===== src/rtl/sipo_ctrl_pkg.sv =====
// Shared definitions for the SIPO frame sequencer: state encoding,
// default frame geometry and a helper computing strobes per frame.
package sipo_ctrl_pkg;

  typedef enum logic [1:0] {
    IDLE  = 2'd0,
    SHIFT = 2'd1,
    LOAD  = 2'd2,
    VALID = 2'd3
  } state_t;

  localparam int unsigned DEF_FRAME_BITS = 32'd8;
  localparam int unsigned DEF_BIT_DIV    = 32'd4;
  localparam int unsigned DEF_CNT_W      = 32'd8;

  // Number of cs strobes in one frame; a trailing parity bit adds one.
  function automatic int unsigned total_strobes(input int unsigned frame_bits,
                                                input bit parity_en);
    return parity_en ? (frame_bits + 32'd1) : frame_bits;
  endfunction

endpackage


===== src/rtl/bit_rate_div.sv =====
// Serial bit-period divider. Counts 0..DIV-1 while enabled and produces a
// registered strobe during the cycle in which the count equals DIV-1.
// Clear and enable together restart the count at 0 as an active cycle.
module bit_rate_div #(
  parameter int unsigned DIV = 32'd4,
  parameter int unsigned W   = 32'd8
) (
  input  logic i_clk,
  input  logic i_rst,
  input  logic i_clr,
  input  logic i_en,
  output logic o_strobe
);

  localparam logic [W-1:0] LAST    = W'(DIV - 32'd1);
  localparam logic [W-1:0] CNT_ONE = {{(W-1){1'b0}}, 1'b1};

  logic [W-1:0] r_cnt;
  logic [W-1:0] w_cnt_nxt;
  logic         r_strobe;

  // Next divider value: clear, wrap at DIV-1, or hold.
  always_comb begin
    w_cnt_nxt = r_cnt;
    if (i_clr) begin
      w_cnt_nxt = {W{1'b0}};
    end else if (i_en) begin
      if (r_cnt == LAST) begin
        w_cnt_nxt = {W{1'b0}};
      end else begin
        w_cnt_nxt = r_cnt + CNT_ONE;
      end
    end else begin
      w_cnt_nxt = r_cnt;
    end
  end

  // Count register and pre-decoded strobe for the coming cycle.
  always_ff @(posedge i_clk or posedge i_rst) begin
    if (i_rst) begin
      r_cnt    <= {W{1'b0}};
      r_strobe <= 1'b0;
    end else begin
      r_cnt    <= w_cnt_nxt;
      r_strobe <= i_en && (w_cnt_nxt == LAST);
    end
  end

  assign o_strobe = r_strobe;

endmodule


===== src/rtl/sipo_frame_ctrl.sv =====
// Frame sequencer for the sine-datapath SIPO register: shift strobes once per
// bit period, one-cycle parallel load, then valid/ready hand-off of PDATA.
// Optional macro SIPO_FRAME_PARITY_EN adds an even-parity bit per frame with
// ports i_sdi / o_parity_err.
module sipo_frame_ctrl
  import sipo_ctrl_pkg::*;
#(
  parameter int unsigned FRAME_BITS = DEF_FRAME_BITS,
  parameter int unsigned BIT_DIV    = DEF_BIT_DIV,
  parameter int unsigned CNT_W      = DEF_CNT_W
) (
  input  logic             i_clk,
  input  logic             i_rst,
  input  logic             i_start,
  input  logic             i_abort,
  output logic             o_cs,
  output logic             o_not_ld,
  output logic             o_pdata_valid,
  input  logic             i_pdata_ready,
  output logic             o_busy,
  output logic [CNT_W-1:0] o_bit_cnt,
  output logic             o_overrun
`ifdef SIPO_FRAME_PARITY_EN
  ,
  input  logic             i_sdi,
  output logic             o_parity_err
`endif
);

`ifdef SIPO_FRAME_PARITY_EN
  localparam bit PAR_EN = 1'b1;
`else
  localparam bit PAR_EN = 1'b0;
`endif

  localparam int unsigned      N_STROBES = total_strobes(FRAME_BITS, PAR_EN);
  localparam logic [CNT_W-1:0] LAST_BIT  = CNT_W'(N_STROBES - 32'd1);
  localparam logic [CNT_W-1:0] FULL_CNT  = CNT_W'(N_STROBES);
  localparam logic [CNT_W-1:0] CNT_ONE   = {{(CNT_W-1){1'b0}}, 1'b1};

  state_t           r_state;
  logic             r_not_ld;
  logic             r_pdata_valid;
  logic             r_busy;
  logic [CNT_W-1:0] r_bit_cnt;
  logic             r_overrun;

  logic w_cs;
  logic w_start_ok;
  logic w_last_strobe;
  logic w_shift_cont;
  logic w_div_en;
  logic w_div_clr;

  // abort beats start in IDLE; the divider keeps running only while the
  // frame stays in SHIFT, and restarts from 0 on an accepted start.
  assign w_start_ok    = (r_state == IDLE) && i_start && !i_abort;
  assign w_last_strobe = w_cs && (r_bit_cnt == LAST_BIT);
  assign w_shift_cont  = (r_state == SHIFT) && !i_abort && !w_last_strobe;
  assign w_div_en      = w_start_ok || w_shift_cont;
  assign w_div_clr     = !w_shift_cont;

  bit_rate_div #(
    .DIV (BIT_DIV),
    .W   (CNT_W)
  ) u_div (
    .i_clk    (i_clk),
    .i_rst    (i_rst),
    .i_clr    (w_div_clr),
    .i_en     (w_div_en),
    .o_strobe (w_cs)
  );

  // Frame FSM with registered load/valid/busy, bit counter and sticky overrun.
  always_ff @(posedge i_clk or posedge i_rst) begin
    if (i_rst) begin
      r_state       <= IDLE;
      r_not_ld      <= 1'b0;
      r_pdata_valid <= 1'b0;
      r_busy        <= 1'b0;
      r_bit_cnt     <= {CNT_W{1'b0}};
      r_overrun     <= 1'b0;
    end else begin
      if (i_start && (r_state != IDLE)) begin
        r_overrun <= 1'b1;
      end
      case (r_state)
        IDLE: begin
          r_not_ld      <= 1'b0;
          r_pdata_valid <= 1'b0;
          if (w_start_ok) begin
            r_state   <= SHIFT;
            r_busy    <= 1'b1;
            r_bit_cnt <= {CNT_W{1'b0}};
          end else begin
            r_busy <= 1'b0;
          end
        end
        SHIFT: begin
          if (i_abort) begin
            r_state   <= IDLE;
            r_busy    <= 1'b0;
            r_bit_cnt <= {CNT_W{1'b0}};
          end else if (w_cs) begin
            if (r_bit_cnt != FULL_CNT) begin
              r_bit_cnt <= r_bit_cnt + CNT_ONE;
            end
            if (r_bit_cnt == LAST_BIT) begin
              r_state  <= LOAD;
              r_not_ld <= 1'b1;
            end
          end
        end
        LOAD: begin
          r_not_ld <= 1'b0;
          if (i_abort) begin
            r_state   <= IDLE;
            r_busy    <= 1'b0;
            r_bit_cnt <= {CNT_W{1'b0}};
          end else begin
            r_state       <= VALID;
            r_pdata_valid <= 1'b1;
          end
        end
        VALID: begin
          if (i_pdata_ready) begin
            r_state       <= IDLE;
            r_pdata_valid <= 1'b0;
            r_busy        <= 1'b0;
          end
        end
        default: begin
          r_state       <= IDLE;
          r_not_ld      <= 1'b0;
          r_pdata_valid <= 1'b0;
          r_busy        <= 1'b0;
          r_bit_cnt     <= {CNT_W{1'b0}};
        end
      endcase
    end
  end

  assign o_cs          = w_cs;
  assign o_not_ld      = r_not_ld;
  assign o_pdata_valid = r_pdata_valid;
  assign o_busy        = r_busy;
  assign o_bit_cnt     = r_bit_cnt;
  assign o_overrun     = r_overrun;

`ifdef SIPO_FRAME_PARITY_EN
  logic r_par_acc;
  logic r_parity_err;

  // XOR-accumulate serial bits on each strobe; publish the result with the load.
  always_ff @(posedge i_clk or posedge i_rst) begin
    if (i_rst) begin
      r_par_acc    <= 1'b0;
      r_parity_err <= 1'b0;
    end else if (w_start_ok) begin
      r_par_acc    <= 1'b0;
      r_parity_err <= 1'b0;
    end else if ((r_state == SHIFT) && w_cs) begin
      r_par_acc <= r_par_acc ^ i_sdi;
    end else if ((r_state == LOAD) && !i_abort) begin
      r_parity_err <= r_par_acc;
    end
  end

  assign o_parity_err = r_parity_err;
`endif

endmodule


===== config.mk =====
export PLATFORM = sky130hd
export DESIGN_NAME = sipo_frame_ctrl
export DESIGN_NICKNAME = d
export VERILOG_FILES = /design/src/rtl/sipo_ctrl_pkg.sv /design/src/rtl/bit_rate_div.sv /design/src/rtl/sipo_frame_ctrl.sv
export SDC_FILE = /design/constraint.sdc
export NUM_CORES = 1
export LEC_CHECK = 0
export BUFFER_PORTS_ARGS = -buffer_cell sky130_fd_sc_hd__buf_2
export CORE_ASPECT_RATIO = 1.4
export CORE_UTILIZATION = 61
export CTS_BUF_LIST = sky130_fd_sc_hd__clkbuf_4 sky130_fd_sc_hd__clkbuf_8 sky130_fd_sc_hd__clkbuf_16
export DETAILED_ROUTE_END_ITERATION = 7
export PLACE_DENSITY = 0.93
export SYNTH_ARGS = -nofsm -noshare
export SYNTH_HDL_FRONTEND = slang
export SYNTH_SLANG_ARGS = --single-unit

===== constraint.sdc =====
create_clock -name i_clk -period 3.6 [get_ports i_clk]
set_input_delay 0.18 -clock i_clk [delete_from_list [all_inputs] [get_ports i_clk]]
set_output_delay 0.18 -clock i_clk [all_outputs]
set_load 0.05 [all_outputs]

==> summary.md <==
| Metric | Value |
|---|---|
| Global-route wire length before repair | `4560 um` |
| Worst-Margin Slew | `0.867 ns` |
| Synth top cells by count | `dfrtp_1, nor2_1, nand2_1` |
| CTS sink count | `23` |
| Hold WS | `0.0273 ns` |
| Post-synthesis sequential element count | `23` |
| Worst r2r path cells | `6` |
| CP Data Arrival Time | `2.36 ns` |
| Largest net degree at the start of global routing | `24` |
| Core region area | `2040 sq um` |
| First drt pass iteration count | `4` |
| Setup TNS | `0 ns` |
| Mapped cell area | `1370 sq um` |
| HPWL Detailed | `2070 um` |
| CTS max path bufs | `2` |
| Top-Level Pins | `18` |
| EDFF count, synth | `0` |
| P_leak | `0.704 nW` |
| Final slew viol count | `0` |
| Clock Skew | `0.000823 ns` |
| Overflow after GRT | `0` |
| Run status | `finished, final reports clean` |
| Fmax | `0.474 GHz` |
| Synth area leader | `dfrtp_1` |
| Hold-fix buffers, CTS | `0` |
| Tot GR Track Use | `0.240` |
| WL per Instance | `15.3 um` |
| Number of warnings issued by yosys | `0` |
| Cts bufs inserted | `3` |
| ANT cells | `0` |
| Initial core utilization | `0.670` |
| Synth area leaders | `dfrtp_1, ha_1, nor2_1, mux2i_1, nand2_1` |
| Critical path type | `reg -> reg` |
| Worst-case vdd ir drop | `0.423 mV` |
| Post-Syn Area per Cell | `10.0 sq um` |
| Die area | `2440 sq um` |
| Vias in the first global route | `1082` |
| Worst r2r src | `r_state[0]$_DFFE_PP0P_` |
| Die extent in x | `42.1 um` |
| Clock transition at path regs | `0.12 ns` |
| Via density | `6.33` |
| DRT antenna net count | `0` |
| Fin crit share | `0.587` |
| Row count | `19` |
| P per Cell Area | `526 nW/um^2` |
| Routability cong. | `0.814` |
| Final Hold Fails | `0` |
| CTS H-tree depth | `1` |
| Critical Path Source Type | `register` |
| CTS tree | `yes` |
| Endpoints failing setup | `0` |
| R2R Setup Slk | `1.49 ns` |
| Area Overhead vs Synth | `9.22%` |
| Synth Instances | `137` |
| Initial DRC Count | `27` |
| Power Total | `0.787 mW` |
| Clock Root Buffer | `clkbuf_4` |
| Final Critical Period | `2.11 ns` |
| Fraction of layout cells with a size suffix above 1 | `0.186` |
| Vias | `1121` |
| CP Capture Type | `register` |
| Max FO, Critical Path | `11` |
| Slew HR | `0.421` |
| Later-pin clock latency in the skew report | `0.31 ns` |
| Setup Fix Bufs, Post-CTS | `0` |
| Post-synth top flop | `dfrtp_1` |
| Seq/Total Area, Yosys | `0.420` |
| Nets | `171` |
| Most common cell in the netlist | `dfrtp_1` |
| Post-synth net total | `151` |
| Max cap viols | `0` |
| Initial antenna violation count | `0` |
| Routed wire length | `2710 um` |
| Async SR Flop Fraction | `1.00` |
| Number of gates resized after cts | `0` |
| Share of the synthesized area in the top cell type | `0.420` |
| Worst min path class | `in -> async` |
| Worst reg2reg endpoint | `o_bit_cnt[4]$_DFFE_PP0P_` |
| Unrepaired setup endpoints after global routing | `false` |
| Critical Path RT | `3.84 ns` |
| Die Y | `58.1 um` |
| Port buffer count | `17` |
| DRC violations left | `0` |
| Synth cell types | `44` |
[logic make-up (layout without fill, tap and decap cells)]
group | count (synthesis) | count (layout) | share of synthesized area
DFF | 23 | 23 | 0.420
muxes | 6 | 6 | 0.0447
xor gates and xnor gates | 6 | 6 | 0.0384
buffers and inverters | 11 | 30 | 0.0356
AOI/OAI and AO/OA | 26 | 26 | 0.147
adders and majority gates | 9 | 9 | 0.0822
and+or+nand+nor | 56 | 56 | 0.232
[power by group]
group	switching, mW	internal, mW
sequential	0.0264	0.284
combinational	0.234	0.116
clock	0.0764	0.0508
[layer usage]
metal | GRT usage | routed length [um]
met1 | 0.261 | 1090
met2 | 0.458 | 1490
met5 | 0 | 0
met3 | 0.0280 | 76
met4 | 0.112 | 52
[stage by stage]
step,util,area [sq um],cells,worst slack [ns]
6_report,0.732,1500,177,1.49
3_3_place_gp,0.717,1470,173,1.63
3_5_place_dp,0.717,1470,173,1.53
2_1_floorplan,-,1370,137,1.50
4_1_cts,0.732,1500,177,1.50
5_1_grt,0.732,1500,177,1.40
[flip-flops by register name, indices dropped and copies added, names as in the netlist]
signal	count
o_bit_cnt	8
o_busy	1
o_not_ld	1
o_overrun	1
o_pdata_valid	1
r_state	2
u_div.o_strobe	1
u_div.r_cnt	8
[layout by cell type, fill, tap and decap left out, types with 2 or more instances in the layout]
master	Yosys	layout
buf_2	0	17
inv_1	9	9
xor2_1	4	4
ha_1	9	9
nand3_1	5	5
dfrtp_1	23	23
o21ai_0	6	6
xnor2_1	2	2
nor4_1	5	5
mux2i_1	5	5
nor2b_1	2	2
a21oi_1	3	3
o22ai_1	2	2
and2b_1	2	2
nand2_1	11	11
nand4_1	2	2
nor2_1	14	14
clkbuf_4	0	4
o41ai_1	2	2
and2_1	2	2
nand2b_1	4	4
[worst max-delay path: stages (launching register included)]
cell      delay [ns]
dfrtp_1         0.42
inv_1           0.11
ha_1            0.25
nor2b_1         0.17
a211o_1         0.42
or4_1           0.53
a21boi_1        0.15
[layout make-up]
type / instances / area [sq um]
multi-input combinational: 103 / 746
timing repair buffer: 17 / 85.1
tap: 21 / 26.3
inverter: 9 / 33.8
sequential: 23 / 576
clock buffer: 4 / 30.0
fill: 153 / 548
[worst max path at each step]
| stage | slack (ns) | start | end |
|---|---|---|---|
| after global routing | 1.40 | r_state[0]$_DFFE_PP0P_ | o_bit_cnt[4]$_DFFE_PP0P_ |
| after CTS | 1.50 | r_state[0]$_DFFE_PP0P_ | o_bit_cnt[4]$_DFFE_PP0P_ |
| after detailed placement | 1.53 | r_state[0]$_DFFE_PP0P_ | o_bit_cnt[4]$_DFFE_PP0P_ |
| after global placement | 1.63 | r_state[0]$_DFFE_PP0P_ | o_bit_cnt[4]$_DFFE_PP0P_ |
| after floorplan | 1.50 | o_bit_cnt[7]$_DFFE_PP0P_ | o_not_ld$_DFFE_PP0P_ |
| final | 1.49 | r_state[0]$_DFFE_PP0P_ | o_bit_cnt[4]$_DFFE_PP0P_ |
No activity file was read; power rests on OpenSTA's default activity.
